===== src/rtl/thd_sweep_controller.sv =====
// THD sweep sequencer: steps the sine generator through an amplitude ladder and streams
// one settled capture window per level. Optional per-level peak detector under THD_PEAK_EN.
module thd_sweep_controller #(
    parameter int          NUM_LEVELS    = 4,
    parameter logic [15:0] AMP_START     = 16'h1000,
    parameter logic [15:0] AMP_STEP      = 16'h1000,
    parameter int          SETTLE_CYCLES = 64,
    parameter int          CAPTURE_LEN   = 1024
) (
    input  logic               clk,
    input  logic               rst,
    input  logic               start,
    input  logic               abort,
    output logic [15:0]        amplitude,
    output logic               gen_rst,
    input  logic signed [31:0] filt_in,
    output logic signed [31:0] cap_data,
    output logic [7:0]         cap_level,
    output logic               cap_valid,
    output logic               cap_last,
    input  logic               cap_ready,
    output logic               overrun,
    output logic [31:0]        peak_abs,
    output logic               peak_valid,
    output logic               busy,
    output logic               done
);

    typedef enum logic [2:0] {
        ST_IDLE    = 3'd0,
        ST_LOAD    = 3'd1,
        ST_SETTLE  = 3'd2,
        ST_CAPTURE = 3'd3,
        ST_NEXT    = 3'd4,
        ST_DONE    = 3'd5
    } state_t;

    localparam logic [7:0]  LAST_LEVEL   = 8'(NUM_LEVELS - 1);
    localparam logic [31:0] SETTLE_LAST  = 32'(SETTLE_CYCLES - 1);
    localparam logic [31:0] CAPTURE_LAST = 32'(CAPTURE_LEN - 1);

    state_t             state_r;
    state_t             state_s;
    state_t             base_next_s;
    logic [7:0]         level_r;
    logic [31:0]        cnt_r;
    logic [15:0]        amplitude_r;
    logic signed [31:0] cap_data_r;
    logic [7:0]         cap_level_r;
    logic               cap_valid_r;
    logic               cap_last_r;
    logic               overrun_r;
    logic               done_r;
    logic               abort_s;
    logic               load_s;
    logic               start_s;

    function automatic logic [15:0] sat_add16(input logic [15:0] a, input logic [15:0] b);
        logic [16:0] sum;
        sum = {1'b0, a} + {1'b0, b};
        return sum[16] ? 16'hFFFF : sum[15:0];
    endfunction

    assign abort_s = abort && (state_r != ST_IDLE);
    assign start_s = (state_r == ST_IDLE) && start && !abort;
    assign load_s  = (state_r == ST_CAPTURE) && !abort;

    // State register
    always_ff @(posedge clk or posedge rst) begin
        if (rst) begin
            state_r <= ST_IDLE;
        end else begin
            state_r <= state_s;
        end
    end

    // Next-state decode; abort overrides every non-idle transition
    always_comb begin
        base_next_s = state_r;
        case (state_r)
            ST_IDLE:    base_next_s = start_s ? ST_LOAD : ST_IDLE;
            ST_LOAD:    base_next_s = ST_SETTLE;
            ST_SETTLE:  base_next_s = (cnt_r == 32'd0) ? ST_CAPTURE : ST_SETTLE;
            ST_CAPTURE: base_next_s = (cnt_r == 32'd0) ? ST_NEXT : ST_CAPTURE;
            ST_NEXT:    base_next_s = (level_r == LAST_LEVEL) ? ST_DONE : ST_LOAD;
            ST_DONE:    base_next_s = ST_IDLE;
            default:    base_next_s = ST_IDLE;
        endcase
        state_s = abort_s ? ST_IDLE : base_next_s;
    end

    // Phase counter, level index and amplitude ladder
    always_ff @(posedge clk or posedge rst) begin
        if (rst) begin
            cnt_r       <= 32'd0;
            level_r     <= 8'd0;
            amplitude_r <= AMP_START;
        end else if (state_s == ST_IDLE) begin
            cnt_r       <= 32'd0;
            level_r     <= 8'd0;
            amplitude_r <= AMP_START;
        end else begin
            case (state_r)
                ST_LOAD:    cnt_r <= SETTLE_LAST;
                ST_SETTLE:  cnt_r <= (cnt_r == 32'd0) ? CAPTURE_LAST : cnt_r - 32'd1;
                ST_CAPTURE: cnt_r <= (cnt_r == 32'd0) ? 32'd0 : cnt_r - 32'd1;
                ST_NEXT: begin
                    if (level_r != LAST_LEVEL) begin
                        level_r     <= level_r + 8'd1;
                        amplitude_r <= sat_add16(amplitude_r, AMP_STEP);
                    end
                end
                default: cnt_r <= cnt_r;
            endcase
        end
    end

    // Capture output register: a fresh sample always wins over a pending one
    always_ff @(posedge clk or posedge rst) begin
        if (rst) begin
            cap_data_r  <= 32'sd0;
            cap_level_r <= 8'd0;
            cap_valid_r <= 1'b0;
            cap_last_r  <= 1'b0;
        end else if (abort_s) begin
            cap_valid_r <= 1'b0;
            cap_last_r  <= 1'b0;
        end else if (load_s) begin
            cap_data_r  <= filt_in;
            cap_level_r <= level_r;
            cap_valid_r <= 1'b1;
            cap_last_r  <= (cnt_r == 32'd0);
        end else if (cap_valid_r && cap_ready) begin
            cap_valid_r <= 1'b0;
            cap_last_r  <= 1'b0;
        end
    end

    // Sticky drop flag, cleared only by a new sweep
    always_ff @(posedge clk or posedge rst) begin
        if (rst) begin
            overrun_r <= 1'b0;
        end else if (start_s) begin
            overrun_r <= 1'b0;
        end else if (load_s && cap_valid_r && !cap_ready) begin
            overrun_r <= 1'b1;
        end
    end

    // Completion pulse, suppressed by abort
    always_ff @(posedge clk or posedge rst) begin
        if (rst) begin
            done_r <= 1'b0;
        end else begin
            done_r <= (state_r == ST_DONE) && !abort;
        end
    end

`ifdef THD_PEAK_EN
    logic [31:0] peak_track_r;
    logic [31:0] peak_abs_r;
    logic        peak_valid_r;
    logic [31:0] mag_s;
    logic [31:0] peak_max_s;

    function automatic logic [31:0] abs_sat32(input logic signed [31:0] x);
        if (x == 32'sh8000_0000) begin
            return 32'h7FFF_FFFF;
        end else if (x < 32'sd0) begin
            return 32'(-x);
        end else begin
            return 32'(x);
        end
    endfunction

    assign mag_s      = abs_sat32(filt_in);
    assign peak_max_s = (mag_s > peak_track_r) ? mag_s : peak_track_r;

    // Window maximum, restarted as each capture window opens
    always_ff @(posedge clk or posedge rst) begin
        if (rst) begin
            peak_track_r <= 32'd0;
        end else if ((state_r == ST_SETTLE) && (cnt_r == 32'd0)) begin
            peak_track_r <= 32'd0;
        end else if (load_s) begin
            peak_track_r <= peak_max_s;
        end
    end

    // Publish the window maximum on the final sample so it is visible during NEXT
    always_ff @(posedge clk or posedge rst) begin
        if (rst) begin
            peak_abs_r   <= 32'd0;
            peak_valid_r <= 1'b0;
        end else if (load_s && (cnt_r == 32'd0)) begin
            peak_abs_r   <= peak_max_s;
            peak_valid_r <= 1'b1;
        end else begin
            peak_valid_r <= 1'b0;
        end
    end

    assign peak_abs   = peak_abs_r;
    assign peak_valid = peak_valid_r;
`else
    assign peak_abs   = 32'd0;
    assign peak_valid = 1'b0;
`endif

    assign amplitude = amplitude_r;
    assign gen_rst   = (state_r != ST_SETTLE) && (state_r != ST_CAPTURE);
    assign cap_data  = cap_data_r;
    assign cap_level = cap_level_r;
    assign cap_valid = cap_valid_r;
    assign cap_last  = cap_last_r;
    assign overrun   = overrun_r;
    assign busy      = (state_r != ST_IDLE);
    assign done      = done_r;

endmodule


===== config.mk =====
export PLATFORM = sky130hd
export DESIGN_NAME = thd_sweep_controller
export DESIGN_NICKNAME = d
export VERILOG_FILES = /design/src/rtl/thd_sweep_controller.sv
export SDC_FILE = /design/constraint.sdc
export NUM_CORES = 1
export LEC_CHECK = 0
export CORE_AREA = 2 2 102 104
export DETAILED_ROUTE_END_ITERATION = 10
export DIE_AREA = 0 0 104 106
export GPL_TIMING_DRIVEN = 0
export PLACE_DENSITY = 0.8
export SYNTH_ARGS = -nofsm -noshare
export SYNTH_HDL_FRONTEND = slang
export SYNTH_SLANG_ARGS = --single-unit

===== constraint.sdc =====
create_clock -name clk -period 2.9 [get_ports clk]
set_input_delay 0.29 -clock clk [delete_from_list [all_inputs] [get_ports clk]]
set_output_delay 0.29 -clock clk [all_outputs]
set_load 0.05 [all_outputs]

==> metrics <==
setup violators final=0; final WL=12280 µm; net count of the finished layout=663; Top Family by Delay on Critical Path=simple AND/OR/NAND/NOR gates; global route overflow=0; Mapped Cells=477; I/O pin count=132; total iterations of the first detailed-routing run=5; most repeated library cell on the critical path=or4_1; non-filler instance count after layout=763; Max Transition Viols Final=0; number of hold violations in the final report=0; Cell variety after synth=53; WHS=0.2693 ns; r2r setup slk=0.10 ns; Seq cells post-synth=92; largest cells by area after synthesis=dfrtp_1, mux2_2, buf_4; Max Clock Skew=0.01040 ns; vias in the first global route=3890; final period utilization=0.9646; clock transition at the registers of the reported paths=0.10 ns; CTS sink count=92; worst-case vdd ir drop=0.5509 mV; total instance count after detailed placement=744; hold_buf cts=0; y dimension of the die=106 µm; worst setup path start=cnt_r[12]; Critical Path Slowest Stage Cell=nor4_2; area delta synth->final=32.32%; Tightest Hold Check Type=in -> async; actual slew at the worst max-slew pin=0.8917 ns; final-layout fill cell count=841; wire length of the first global-routing pass=19580 µm; x dimension of the die=104 µm; antenna violations before repair=0; final period demand of the worst path=2.797 ns; Overall Global Routing Usage=0.2203; Inserted Diodes=0; arrival time worst endpoint=3.10 ns; depth of the worst register-to-register path=5; Req. time, crit path=3.20 ns; per-cell via count in the routed design=5.493; total placed instance area=6093 µm²; post-route ant nets=0; highest net fanout along the worst path=7; sort of element at the start of the critical path=flop; fraction of layout cells with a size suffix above 1=0.1914; critical path, cell by cell=or4_1, nor4_2, nand4_1, or4_1, a31oi_1; H-tree level count=3; insertion delay to the later sink of the worst-skew pair=0.37 ns; destination of the worst register-to-register timing path=cnt_r[31]; largest area contributor in the netlist=dfrtp_1; Yosys warning total=0; core region area=10000 µm²; Setup crit end=cnt_r[31]; synthesized area divided by synthesized cell count=10.05 µm²; R2R Path Start=cnt_r[12]; maximum number of pins on one net before global-route repair=61; number of gates on the worst path with buffers counted=5; timing-limited maximum frequency=0.3575 GHz; power per standard cell area=1065 nW/µm²; Setup Crit Path Kind=reg -> reg; setup repair after global routing missed its margin=false; Max transition margin=0.4001; maximum cell stage delay along the critical path=0.75 ns; Die Footprint=11020 µm²; prevailing post-synth register cell=dfrtp_1; post-place setup slack=-0.2550 ns; number of port buffers=98; Final Cell Area=6341 µm²; maximum clock insertion buffer count=2; Detail Placement HPWL=8716 µm; Maximum Capacitance Violations=0; initial standard-cell utilization of the core=0.4792; type of element capturing the critical path=flop; Multi-input gate area=2186 µm²; Iter 0 DRT Violations=323; total number of vias=4191; number of rows created at floorplan=37; Bufs and invs on worst path=0; average wire length per cell after detail routing=16.09 µm; post-synth top area share=0.4752; post-synthesis sequential area ratio=0.4807; Final GP Congestion=0.9005; Netlist Area Pre-Place=4792 µm²; CTS tree=done; Worst Slack Setup Final=0.1025 ns; leakage component of the power=2.814 nW; Sequential Area=2303 µm²; number of flops mapped to enable cells by yosys=0; CTS buffer count=9; fraction of synthesis flops using an asynchronous set or reset pin=1.000; result of the run=complete, no violations; cell chosen for the clock root=clkbuf_8; DR DRC count=0
[registers in the layout, summed over array words and instances (netlist names), 3 cells and up]
signal	count
cap_data	32
cnt_r	32
cap_level	8
level_r	8
amplitude	5
state_r	3
[per-stage QoR]
stage | power [mW] | TNS [ns] | util
floorplan | 4.513 | 0 | -
global placement | 5.535 | -106.70 | 0.6064
detailed placement | 5.629 | -3.041 | 0.6094
CTS | 6.564 | 0 | 0.6308
global route | 7.103 | 0 | 0.6341
finish | 6.754 | 0 | 0.6341
[worst min-delay path by stage]
stage / startpoint / to / slack, ns
2_1_floorplan: abort / state_r[2] / 0.35
6_report: rst / cap_data[6] / 0.27
4_1_cts: rst / cap_data[6] / 0.29
3_3_place_gp: cap_data[22] / cap_data[22] / 0.49
3_5_place_dp: cap_data[5] / cap_data[5] / 0.49
5_1_grt: rst / cap_data[6] / 0.31
[cells in the mapped netlist (all sizes together), types with 3 or more instances]
cell    number
a21oi       22
dfrtp       91
nor2        41
or3          9
nand3       23
o21ai       13
a31oi       15
a311oi       7
nor3        15
xor2         7
clkbuf      19
inv         11
or4         15
ha           3
nand2       34
xnor2        3
nand4        9
mux2        41
buf         45
nor4        14
o31a         3
and3         4
[layout by cell type (no fill, tap or decap), types with 14 or more instances in the layout]
cell / n
clkdlybuf4s50_1: 97
dfrtp_1: 91
buf_4: 48
nor2_1: 41
mux2_2: 41
nand2_1: 34
conb_1: 33
nand3_1: 23
a21oi_1: 22
clkbuf_1: 16
nor3_1: 14
a31oi_1: 14
[per-layer routing]
metal  GRT usage  up-vias  wire length (µm)
met5           0        -                 0
met4     0.06950        0               184
met3     0.03863       23               806
met2      0.3820      198              6371
met1      0.2820     2015              4914
li1            -     1955                 -
[power breakdown]
part	total [mW]	switching (mW)	internal, mW
sequential	1.83	0.246	1.59
combinational	4.04	2.62	1.42
clock	0.882	0.480	0.402
[cells by family after synthesis]
logic type | after synthesis | synth area share
other cells | 1 | 0.0007825
compound gates | 80 | 0.1091
simple gates | 173 | 0.1896
flops | 92 | 0.4807
buf+inv | 75 | 0.09321
xor+xnor | 10 | 0.01828
fa+ha+maj | 3 | 0.007834
mux | 43 | 0.1005
[timing repair]
item                                    CTS  global route
cloned                                    0             0
setup buffers                             0             4
hold endpoints to repair                  0             0
endpoints found under the setup margin   20            19
pin swaps                                 0             2
gates resized for setup                   4             6
[area by class of cell]
class	count	area share
buffer	64	0.06433
clock buffer	9	0.01953
clock inverter	6	0.01144
inverter	11	0.006906
multi-input combinational	342	0.3447
sequential	92	0.3633
tap	136	0.02684
timing repair buffer	103	0.1630
Power figures use the tool's default switching activity.
==> variant (same settings) <==
The 6 states of `state_t` get a Gray code encoding in 3 bits.
--- a/src/rtl/thd_sweep_controller.sv
+++ b/src/rtl/thd_sweep_controller.sv
@@ -27,12 +27,12 @@
 );
 
     typedef enum logic [2:0] {
-        ST_IDLE    = 3'd0,
-        ST_LOAD    = 3'd1,
-        ST_SETTLE  = 3'd2,
-        ST_CAPTURE = 3'd3,
-        ST_NEXT    = 3'd4,
-        ST_DONE    = 3'd5
+        ST_IDLE    = 3'b000,
+        ST_LOAD    = 3'b001,
+        ST_SETTLE  = 3'b011,
+        ST_CAPTURE = 3'b010,
+        ST_NEXT    = 3'b110,
+        ST_DONE    = 3'b111
     } state_t;
 
     localparam logic [7:0]  LAST_LEVEL   = 8'(NUM_LEVELS - 1);
Behaviour: no difference found for any inputs over 10 cycles, from zero or initial values and one cycle with rst high; not proved beyond that.
==> variant against the original RTL <==
Global-route usage is 0.68 points lower. Hold slack worse by 23 ps. Register-to-register slack better by 97 ps. Wire length is 6.9% lower. Synthesized cell count is 4.4% lower. Total power is 17% lower. Area after synthesis is 0.78% lower. Via count is 6.4% lower. Setup slack better by 64 ps. Sequential cell count stayed put. Cell area is 0.45% lower. Largest cell class unchanged.
==> variant: results (changes against the original RTL) <==
largest cells by area after synthesis -> dfrtp_1 48%, mux2_2 9.7%, buf_4 7.1%
reg-to-reg startpoint -> cnt_r[0]$_DFFE_PP0P_
Wirelength per Cell -> 15.47 um (-3.9%)
synth cell count leaders -> 91 x dfrtp_1, 45 x buf_4, 41 x mux2_2
GPL Wtd Cong -> 0.8629 (-4.2%)
largest stage delay on the critical path -> 900 ps (+150 ps)
GRT Util Overall -> 21.35% (-0.68 points)
share of cells above drive strength 1 -> 20.40% (+1.3 points)
placed instance area -> 6046 um^2 (-0.78%)
sequential-to-total area share from yosys stat -> 48.45% (+0.38 points)
status -> complete, no violations
pin count of the biggest net entering global routing -> 69 (+13%)
Least-Margin Pin Slew -> 868.7 ps (-23.04 ps)
Worst Setup SP -> state_r[1]$_DFF_PP0_
pre-CTS setup slack -> 41.27 ps (+296.3 ps)
DR vias/cell -> 5.310 (-3.3%)
DR iter-0 viols -> 259 (-20%)
Finished Layout Cells -> 739 (-3.1%)
Critical Path Fanout Max -> 10 (+3)
Leak -> 2.788 nW (-0.92%)
Synth cell types -> 59 (+11%)
clk_skew -> 10.35 ps (-0.05760 ps)
GR Layer Usage met3 -> 6.315% (+2.5 points)
Layout Nets -> 638 (-3.8%)
drt first pass iters -> 6 (+1)
Mapped Cells -> 456 (-4.4%)
M1 GR Usage -> 26.19% (-2.0 points)
arrival time worst endpoint -> 2440 ps (-660 ps)
VDD IR max -> 702.6 uV (+28%)
first-pass GRT wire length -> 18.91 mm (-3.5%)
==> variant: changes by cell type in the layout (fill, tap and decap cells not counted), sizes merged, moves of 4 or more <==
cell / before / now
clkbuf: 28 / 22
nor2: 41 / 28
nand2: 34 / 26
nand3: 23 / 12
buf: 51 / 55
or4: 15 / 11
a211oi: 1 / 7
o21ai: 13 / 18
a311oi: 7 / 3
a21oi: 22 / 18
==> variant: final cells by class <==
type,instances,area (um^2)
plain buffers,66,430.4
clock buffers,9,123.9
clock inverters,7,121.4
fillers,798,3687
inverters,12,47.55
multi-input cells,318,2110
flip-flops and latches,92,2303
well taps,136,170.2
repair buffers,99,1006
==> variant: report_power, final <==
group	internal (mW)	total, mW	switching, mW
Combinational	0.990	2.72	1.73
Sequential	1.57	1.80	0.229
Clock	0.578	1.05	0.473
Total	3.14	5.57	2.43
==> variant: what timing repair did <==
| action | in CTS | in global routing |
|---|---|---|
| setup endpoints to repair | 0 | 26 |
| setup buffers | 0 | 1 |
| gates resized for setup | 0 | 2 |
| endpoints found under the hold margin | 0 | 0 |
==> variant: metal layers <==
metal  share of wire [%]  up-vias
li1                    -     1871
met1                  41     1876
met2                  49      160
met3                 8.0       17
met4                 1.6        0
met5                   0        -
==> variant: worst paths after layout <==
path | end | slack (ps)
setup / recovery | gen_rst | 170
hold / removal | cnt_r[11]$_DFFE_PP0P_ | 250
setup reg to reg | cnt_r[23]$_DFFE_PP0P_ | 200
hold reg to reg | cap_data[0]$_DFFE_PP0P_ | 510
max in group asynchronous | amplitude[12]$_DFFE_PP1P_ | 1970
min in group clk | state_r[1]$_DFF_PP0_ | 320
==> variant: logic make-up after synthesis <==
family / share of synthesized area (%)
other: 0.07887
AND/OR/NAND/NOR: 16.42
flip-flops: 48.45
AO/OA/AOI/OAI: 11.95
buffers and inverters: 10.00
multiplexers: 9.921
adder cells (fa/ha/maj): 0.7896
XOR/XNOR: 2.395
==> variant: per-stage QoR <==
| step | hold WS, ps | total power [mW] |
|---|---|---|
| floorplan | 387.4 | 3.707 |
| global placement | 462.3 | 4.414 |
| detailed placement | 493.4 | 4.483 |
| CTS | 249.4 | 5.548 |
| global route | 257.7 | 5.865 |
| finish | 246.1 | 5.574 |
==> variant: critical path, delay by kind of cell (launching register included) <==
kind / cells / cell delay [ps]
flip-flops: 1 / 440
buffers and inverters: 4 / 1500
AND/OR/NAND/NOR: 1 / 120
